**config.mk**
```make
export PLATFORM = sky130hd
export DESIGN_NAME = serial_sum_unadder
export DESIGN_NICKNAME = d
export VERILOG_FILES = /design/src/rtl/serial_sum_unadder.sv
export SDC_FILE = /design/constraint.sdc
export NUM_CORES = 1
export LEC_CHECK = 0
export ABC_AREA = 1
export CAP_MARGIN = 30
export CORE_MARGIN = 1.5
export CORE_UTILIZATION = 49
export CTS_CLUSTER_DIAMETER = 120
export DETAILED_ROUTE_END_ITERATION = 6
export PLACE_DENSITY = 0.77
export SLEW_MARGIN = 5
export SYNTH_ARGS = -nofsm -noshare
export SYNTH_HDL_FRONTEND = slang
export SYNTH_SLANG_ARGS = --single-unit
```
**constraint.sdc**
```tcl
create_clock -name clk -period 1.48 [get_ports clk]
set_input_delay 0.296 -clock clk [delete_from_list [all_inputs] [get_ports clk]]
set_output_delay 0.296 -clock clk [all_outputs]
set_load 0.01 [all_outputs]
```
**src/rtl/serial_sum_unadder.sv**
```systemverilog
// Bit-serial sum decoder: recovers B = S - A - cin one bit per clock, LSB first,
// and flags results that fall outside the W-bit range of B.
module serial_sum_unadder #(
    parameter int W = 3
) (
    input  logic         clk,
    input  logic         rst_n,
    input  logic         in_valid,
    output logic         in_ready,
    input  logic [W:0]   sum_in,
    input  logic [W-1:0] a_in,
    input  logic         cin_in,
    output logic         out_valid,
    input  logic         out_ready,
    output logic [W-1:0] b_out,
    output logic         range_err,
    output logic [1:0]   dbg_state
);

    // Handshakes: a transfer happens on a rising edge where valid && ready.
    // in_ready depends only on state. out_valid/b_out/range_err stay stable
    // until the out transfer, and out_valid does not depend on out_ready.

    typedef enum logic [1:0] {
        IDLE = 2'd0,
        RUN  = 2'd1,
        DONE = 2'd2
    } state_t;

    localparam int CW = $clog2(W + 1);

    state_t          state;
    state_t          state_nxt;
    logic [W:0]      s_sh;
    logic [W:0]      a_sh;
    logic [W-1:0]    d_sh;
    logic            br;
    logic [CW-1:0]   cnt;

    logic            s_i;
    logic            a_i;
    logic            d_i;
    logic            br_nxt;
    logic            last_bit;
    logic            accept;
    logic [W:0]      d_word;

    assign in_ready  = (state == IDLE);
    assign dbg_state = state;
    assign accept    = in_valid && in_ready;

    // One full-subtractor slice per clock; the borrow chains through br.
    assign s_i      = s_sh[0];
    assign a_i      = a_sh[0];
    assign d_i      = s_i ^ a_i ^ br;
    assign br_nxt   = (~s_i & (a_i | br)) | (a_i & br);
    assign last_bit = (cnt == CW'(W));
    assign d_word   = {d_i, d_sh};

    always_ff @(posedge clk or negedge rst_n) begin
        if (!rst_n) begin
            state <= IDLE;
        end else begin
            state <= state_nxt;
        end
    end

    always_comb begin
        state_nxt = state;
        case (state)
            IDLE:    if (accept) state_nxt = RUN;
            RUN:     if (last_bit) state_nxt = DONE;
            DONE:    if (out_ready) state_nxt = IDLE;
            default: state_nxt = IDLE;
        endcase
    end

    always_ff @(posedge clk or negedge rst_n) begin
        if (!rst_n) begin
            s_sh      <= '0;
            a_sh      <= '0;
            d_sh      <= '0;
            br        <= 1'b0;
            cnt       <= '0;
            b_out     <= '0;
            range_err <= 1'b0;
            out_valid <= 1'b0;
        end else begin
            case (state)
                IDLE: begin
                    if (accept) begin
                        s_sh <= sum_in;
                        a_sh <= {1'b0, a_in};
                        br   <= cin_in;
                        cnt  <= '0;
                    end
                end
                RUN: begin
                    s_sh <= s_sh >> 1;
                    a_sh <= a_sh >> 1;
                    br   <= br_nxt;
                    d_sh <= {d_i, d_sh[W-1:1]};
                    cnt  <= cnt + CW'(1);
                    // Final bit: a remaining borrow means negative, d_W set means >= 2^W.
                    if (last_bit) begin
                        b_out     <= d_word[W-1:0];
                        range_err <= br_nxt | d_i;
                        out_valid <= 1'b1;
                    end
                end
                DONE: begin
                    if (out_ready) out_valid <= 1'b0;
                end
                default: ;
            endcase
        end
    end

endmodule

```
==> impl_results.rst, run 1 <==
.. list-table::
   :header-rows: 1

   * - Metric
     - Value
   * - Routed WL
     - 1678 µm
   * - Clock sink count
     - 20
   * - Shortest clock period the worst path allows after layout
     - around 1400 ps
   * - Number of flip-flops and latches in the synthesized netlist
     - 20
   * - Post-route design area
     - approximately 1200 µm²
   * - H-Tree Depth
     - 1
   * - Relative slew slack
     - 0.8340
   * - Violation count after the first detailed-routing iteration
     - 17
   * - Effective utilization at floorplan
     - 0.5333
   * - Die X
     - about 47 µm
   * - Largest net degree at the start of global routing
     - 21
   * - Setup repair after global routing missed its margin
     - no
   * - Max cap viols
     - 0
   * - Area inside the core boundary
     - approximately 1800 µm²
   * - Clock group share of total power
     - 0.126
   * - DRC
     - 0
   * - Layout overhead on the synthesized area
     - 26.45%
   * - # diodes
     - 0
   * - Instance count of the mapped netlist
     - around 110
   * - Classification of the worst-slack hold path
     - input pin to async pin
   * - Layout filler cell count
     - roughly 160
   * - Critical path required time
     - ~1200 ps
   * - WL per Instance
     - approximately 11 µm
   * - Maximum clock path buffer count
     - 2
   * - Final nets
     - roughly 150
   * - Drt pass-1 iters
     - 4
   * - Setup CP Type
     - register to primary output
   * - Launching element type of the critical path
     - register
   * - Worst Path Max Fanout
     - 4
   * - Post-CTS setup-driven buffer insertion count
     - 0
   * - Synth unique cells
     - 17
   * - Worst endpoint data arrival time
     - about 1100 ps
   * - Post-synthesis average cell area
     - slightly below 9 µm²
   * - Number of hold violations in the final report
     - 0
   * - CTS tree
     - done
   * - Number of input and output port buffers inserted
     - 19
   * - Critical register-to-register path endpoint
     - range_err
   * - CTS clk-pin slew, worst paths
     - 110 ps
   * - Summed negative setup slack over all endpoints
     - 0 ps
   * - Dominant cell type by area after synthesis
     - sky130_fd_sc_hd__dfrtp_1
   * - Setup-violating endpoint count in the final report
     - 0
   * - Sequential share of power
     - 0.372
   * - Proportion of synthesized chip area in sequential cells
     - 0.5263
   * - Status
     - completed
   * - Multi-input gate area
     - 356.6 µm²
   * - Number of synthesis warnings
     - 0
   * - Netlist area before placement
     - 950.9 µm²
   * - VDD IR-drop max
     - approximately 0.00092 V
   * - Wire length of the first global-routing pass
     - between 2000 and 3000 µm
   * - Worst clock skew
     - about 2.5 ps
   * - Syn Nets
     - roughly 120
   * - Remaining Overflow, GRT
     - 0
   * - Switching part of the total
     - 0.4226
   * - Fraction of synthesized cell area taken by the top area cell type
     - 0.5263
   * - Clock root buffer
     - sky130_fd_sc_hd__clkbuf_4
   * - Number of clock buffers inserted by TritonCTS
     - 3
   * - Power per cell area
     - ~2100 nW/µm²
   * - Source-to-sink clock delay at the later pin of the worst-skew pair
     - roughly 290 ps
   * - Internal Pwr Total
     - approximately 1400 µW
   * - Antenna violations before repair
     - 0
   * - Cell count after placement
     - 154
   * - Die Y
     - 47.05 µm
   * - Fraction of layout cells with a size suffix above 1
     - 0.1504
   * - Slack of the worst reg-to-reg path
     - 200 ps
   * - Transition time of the tightest slew-check pin
     - 246.9 ps
   * - Cells taking the most area after synthesis
     - sky130_fd_sc_hd__dfrtp_1 (53%), sky130_fd_sc_hd__nand2_1 (14%), sky130_fd_sc_hd__inv_1 (6.3%)
   * - Cell Rows
     - 15
   * - Combinational group share of total power
     - 0.502
   * - Ports
     - 20
   * - Aggregate global-route resource usage
     - 0.1770
   * - Switching power
     - about 1100 µW
   * - Final Slew Violations
     - 0
   * - Vias in the first global route
     - between 600 and 700
   * - Die Footprint
     - ~2200 µm²
   * - Final standard cell count with taps included and fillers excluded
     - approximately 160
   * - Register cell area after layout
     - between 500 and 600 µm²
   * - Final core occ
     - 0.6744
   * - Placer congestion estimate
     - 0.7353
   * - Maximum operating frequency
     - 0.7270 GHz
   * - Period utilization
     - 0.9294
   * - Vias per cell
     - roughly 4.8
   * - Leakage dissipation
     - roughly 0.00065 µW
   * - Depth of the most critical reg-to-reg path
     - 5
   * - FF-to-FF Start
     - s_sh[0]
   * - Antenna Nets Post-Route
     - 0
   * - Count of vias placed by the detailed router
     - about 760
   * - Placement Cell Area
     - around 1200 µm²
   * - Endpoint class of the critical path
     - primary output
   * - Post-DP HPWL
     - 1267 µm
## flip-flops by register name (all words and copies together) (netlist names)
name       flops
a_sh           3
b_out          3
d_sh           3
s_sh           4
out_valid      1
cnt            2
br             1
dbg_state      2
range_err      1
## metal layers
layer | global-route usage | wire length [µm]
met1 | 0.2249 | 779
met2 | 0.3041 | 817
met3 | 0.03846 | 67
met4 | 0.05000 | 14
met5 | 0 | 0
## stage by stage
stage / setup WS (ps) / total power, µW / hold WS, ps
2_1_floorplan: 250.6 / 1861 / 0.4090
3_3_place_gp: 85.78 / 2208 / 453.4
3_5_place_dp: 31.63 / 2269 / 459.6
4_1_cts: 3.786 / 2529 / 341.8
5_1_grt: 45.89 / 2731 / 336.2
6_report: 104.5 / 2493 / 332.5
## cell families (layout without fill, tap and decap cells)
kind of cell / Yosys count / in the layout / synth area share
and+or+nand+nor: 55 / 55 / 0.2658
buffers and inverters: 21 / 45 / 0.1013
AOI/OAI and AO/OA: 11 / 11 / 0.07237
DFF: 20 / 20 / 0.5263
adders and majority gates: 2 / 2 / 0.03421
## placed cells by master (no fill, tap or decap), types with 2 or more instances in the layout
master                            synthesis  layout
sky130_fd_sc_hd__nor2_1                   3       2
sky130_fd_sc_hd__nand2_1                 36      36
sky130_fd_sc_hd__inv_2                    2       2
sky130_fd_sc_hd__a21oi_1                  2       2
sky130_fd_sc_hd__nand3_1                 11      11
sky130_fd_sc_hd__clkdlybuf4s50_1          0      11
sky130_fd_sc_hd__nand2_4                  3       3
sky130_fd_sc_hd__inv_1                   16      16
sky130_fd_sc_hd__dfrtp_1                 20      20
sky130_fd_sc_hd__clkbuf_4                 0       3
sky130_fd_sc_hd__o21ai_0                  5       5
sky130_fd_sc_hd__dlygate4sd2_1            0       5
sky130_fd_sc_hd__buf_4                    0       3
sky130_fd_sc_hd__o21ai_2                  3       3
## critical path, stage by stage, from the launching register on
cell                              delay (ps)
sky130_fd_sc_hd__dfrtp_1                 400
sky130_fd_sc_hd__buf_4                   160
sky130_fd_sc_hd__clkdlybuf4s15_1         230
## cell type report
class | count | area share
Sequential cell | 20 | 0.4162
Multi-Input combinational cell | 68 | 0.2966
Timing Repair Buffer | 22 | 0.1696
Inverter | 19 | 0.06139
Clock buffer | 4 | 0.03018
Tap cell | 25 | 0.02601
## worst max path at each step
stage / from / end / slack (ps) / depth (start not counted)
detailed placement: dbg_state[0] / in_ready / 30 / 2
global route: dbg_state[1] / dbg_state[1] / 50 / 2
finish: dbg_state[1] / dbg_state[1] / 100 / 2
floorplan: s_sh[0] / range_err / 250 / 5
global placement: dbg_state[0] / in_ready / 90 / 2
CTS: b_out[1] / b_out[1] / 4 / 1
## cells in the mapped netlist
library cell	instances
sky130_fd_sc_hd__o21ai_2	3
sky130_fd_sc_hd__inv_4	1
sky130_fd_sc_hd__o21ai_0	5
sky130_fd_sc_hd__nand3_1	11
sky130_fd_sc_hd__nor2_1	3
sky130_fd_sc_hd__ha_1	1
sky130_fd_sc_hd__nand2_2	1
sky130_fd_sc_hd__nor2_4	1
sky130_fd_sc_hd__inv_2	2
sky130_fd_sc_hd__buf_6	2
sky130_fd_sc_hd__dfrtp_1	20
sky130_fd_sc_hd__a21oi_1	2
sky130_fd_sc_hd__o31ai_1	1
sky130_fd_sc_hd__nand2_4	3
sky130_fd_sc_hd__nand2_1	36
sky130_fd_sc_hd__inv_1	16
sky130_fd_sc_hd__fa_1	1
## power groups by stage
stage | sequential [µW] | combinational (µW) | clock [µW]
after floorplan | 975 | 887 | 0
after global placement | 923 | 1290 | 0
after detailed placement | 936 | 1330 | 0
after CTS | 929 | 1280 | 318
after global routing | 958 | 1420 | 351
final | 927 | 1250 | 313
## timing repair
action | 4_1_cts | 5_1_grt
resized for setup | 8 | 4
hold buffers | 0 | 0
hold endpoints to repair | 0 | 0
gates cloned | 0 | 0
setup endpoints to repair | 7 | 3
Power figures use the tool's default switching activity.
==> inputs of run 2 (changes only) <==
Settings changed: SKIP_CTS_REPAIR_TIMING from default to 1.
==> impl_results.rst, run 2 (same netlist as run 1, synthesis figures left out) <==
.. list-table::
   :header-rows: 1

   * - Metric
     - Value
   * - Status
     - completed
   * - DRC
     - 0
   * - Worst Path Max Fanout
     - 3
   * - Summed negative setup slack over all endpoints
     - 0 ps
   * - Die X
     - about 47 µm
   * - Final nets
     - 148
   * - Ports
     - 20
   * - Worst clock skew
     - between 2 and 3 ps
   * - Final core occ
     - 0.6905
   * - Clock sink count
     - 20
   * - Vias per cell
     - approximately 4.8
   * - Aggregate global-route resource usage
     - 0.1754
   * - # diodes
     - 0
   * - Post-DP HPWL
     - roughly 1300 µm
   * - Relative slew slack
     - 0.8352
   * - Shortest clock period the worst path allows after layout
     - around 1300 ps
   * - Final Slew Violations
     - 0
   * - Setup repair after global routing missed its margin
     - no
   * - Placer congestion estimate
     - 0.7353
   * - Area inside the core boundary
     - roughly 1800 µm²
   * - Worst setup slack after placement
     - between 30 and 40 ps
   * - Largest register FFs
     - 4
   * - Post-layout worst setup margin
     - 140.7 ps
   * - Maximum clock path buffer count
     - 2
   * - Remaining Overflow, GRT
     - 0
   * - Transition time of the tightest slew-check pin
     - 247.2 ps
   * - Count of vias placed by the detailed router
     - 756
   * - Wire length of the first global-routing pass
     - roughly 2700 µm
   * - Min Hold Slack
     - approximately 330 ps
   * - Violation count after the first detailed-routing iteration
     - 19
   * - Number of input and output port buffers inserted
     - 19
   * - WL per Instance
     - 10.73 µm
   * - Setup-violating endpoint count in the final report
     - 0
   * - VDD IR-drop max
     - about 0.00092 V
   * - Classification of the worst-slack hold path
     - input pin to async pin
   * - Antenna violations before repair
     - 0
   * - Cell Rows
     - 15
   * - Source-to-sink clock delay at the later pin of the worst-skew pair
     - 290 ps
   * - Biggest register
     - s_sh
   * - Effective utilization at floorplan
     - 0.5333
   * - Vias in the first global route
     - between 600 and 700
   * - Number of hold violations in the final report
     - 0
   * - Worst endpoint data arrival time
     - between 1000 and 1500 ps
   * - H-Tree Depth
     - 1
   * - Endpoint class of the critical path
     - primary output
   * - Critical path required time
     - 1180 ps
   * - Routed WL
     - between 1500 and 2000 µm
   * - Leakage dissipation
     - between 0.0007 and 0.0008 µW
   * - Depth of the most critical reg-to-reg path
     - 5
   * - Die Footprint
     - about 2200 µm²
   * - Max cap viols
     - 0
   * - Drt pass-1 iters
     - 4
   * - Maximum operating frequency
     - roughly 0.75 GHz
   * - Leading cell types in the layout, fill and taps excluded
     - sky130_fd_sc_hd__nand2_1 (36), sky130_fd_sc_hd__dfrtp_1 (20), sky130_fd_sc_hd__inv_1 (16)
   * - Antenna Nets Post-Route
     - 0
   * - Launching element type of the critical path
     - register
   * - Fraction of layout cells with a size suffix above 1
     - 0.1429
   * - Number of clock buffers inserted by TritonCTS
     - 3
   * - Die Y
     - approximately 47 µm
   * - Layout overhead on the synthesized area
     - 29.47%
   * - Slack of the worst reg-to-reg path
     - 200 ps
   * - Critical register-to-register path endpoint
     - range_err
   * - Power per cell area
     - about 2100 nW/µm²
   * - Most common cell after layout, fill and taps aside
     - sky130_fd_sc_hd__nand2_1
   * - Clock root buffer
     - sky130_fd_sc_hd__clkbuf_4
   * - CTS tree
     - done
   * - FF-to-FF Start
     - s_sh[0]
   * - Setup CP Type
     - register to primary output
   * - Period utilization
     - 0.9049
   * - Largest net degree at the start of global routing
     - 21
   * - CTS clk-pin slew, worst paths
     - about 110 ps
   * - Power after layout
     - around 2500 µW
-- run 2: worst max-delay path by stage --
stage | startpoint | to | slack [ps]
2_1_floorplan | s_sh[0] | range_err | 250
5_1_grt | dbg_state[0] | in_ready | 60
6_report | dbg_state[0] | in_ready | 140
4_1_cts | dbg_state[0] | in_ready | -300
3_3_place_gp | dbg_state[0] | in_ready | 90
3_5_place_dp | dbg_state[0] | in_ready | 30
-- run 2: layout make-up --
type / count / area [µm²]
Clock buffer: 4 / 36.28
Fill cell: 145 / 551.8
Inverter: 19 / 73.82
Multi-Input combinational cell: 68 / 356.6
Sequential cell: 20 / 500.5
Tap cell: 25 / 31.28
Timing Repair Buffer: 22 / 232.7
-- run 2: stage by stage --
stage	std cells	area, µm²
2_1_floorplan	109	950.9
3_3_place_gp	154	1172
6_report	158	1231
4_1_cts	158	1209
3_5_place_dp	154	1172
5_1_grt	158	1231
-- run 2: metal layers --
| layer | global-route usage | routed length [µm] | up-vias |
|---|---|---|---|
| met5 | 0 | 0 | - |
| met4 | 0.05000 | 10 | 0 |
| met3 | 0.03462 | 70 | 2 |
| met2 | 0.3014 | 843 | 15 |
| met1 | 0.2249 | 772 | 359 |
| li1 | - | - | 380 |
-- run 2: worst max-delay path, cell delays in order, from the launching register on --
cell,delay (ps)
sky130_fd_sc_hd__dfrtp_1,410
sky130_fd_sc_hd__nor2_2,150
sky130_fd_sc_hd__dlymetal6s2s_1,180
-- run 2: power by group --
part,internal [µW],switching (µW)
Sequential,794,133
Combinational,532,759
Clock,150,162
Total,1480,1050
==> inputs of run 3 (changes only) <==
Settings changed: HOLD_SLACK_MARGIN from default to 0.1, SLEW_MARGIN 5 to default.
==> results of run 3 <==
Same layout as run 2: the final DEF is identical, and so are final timing and power.
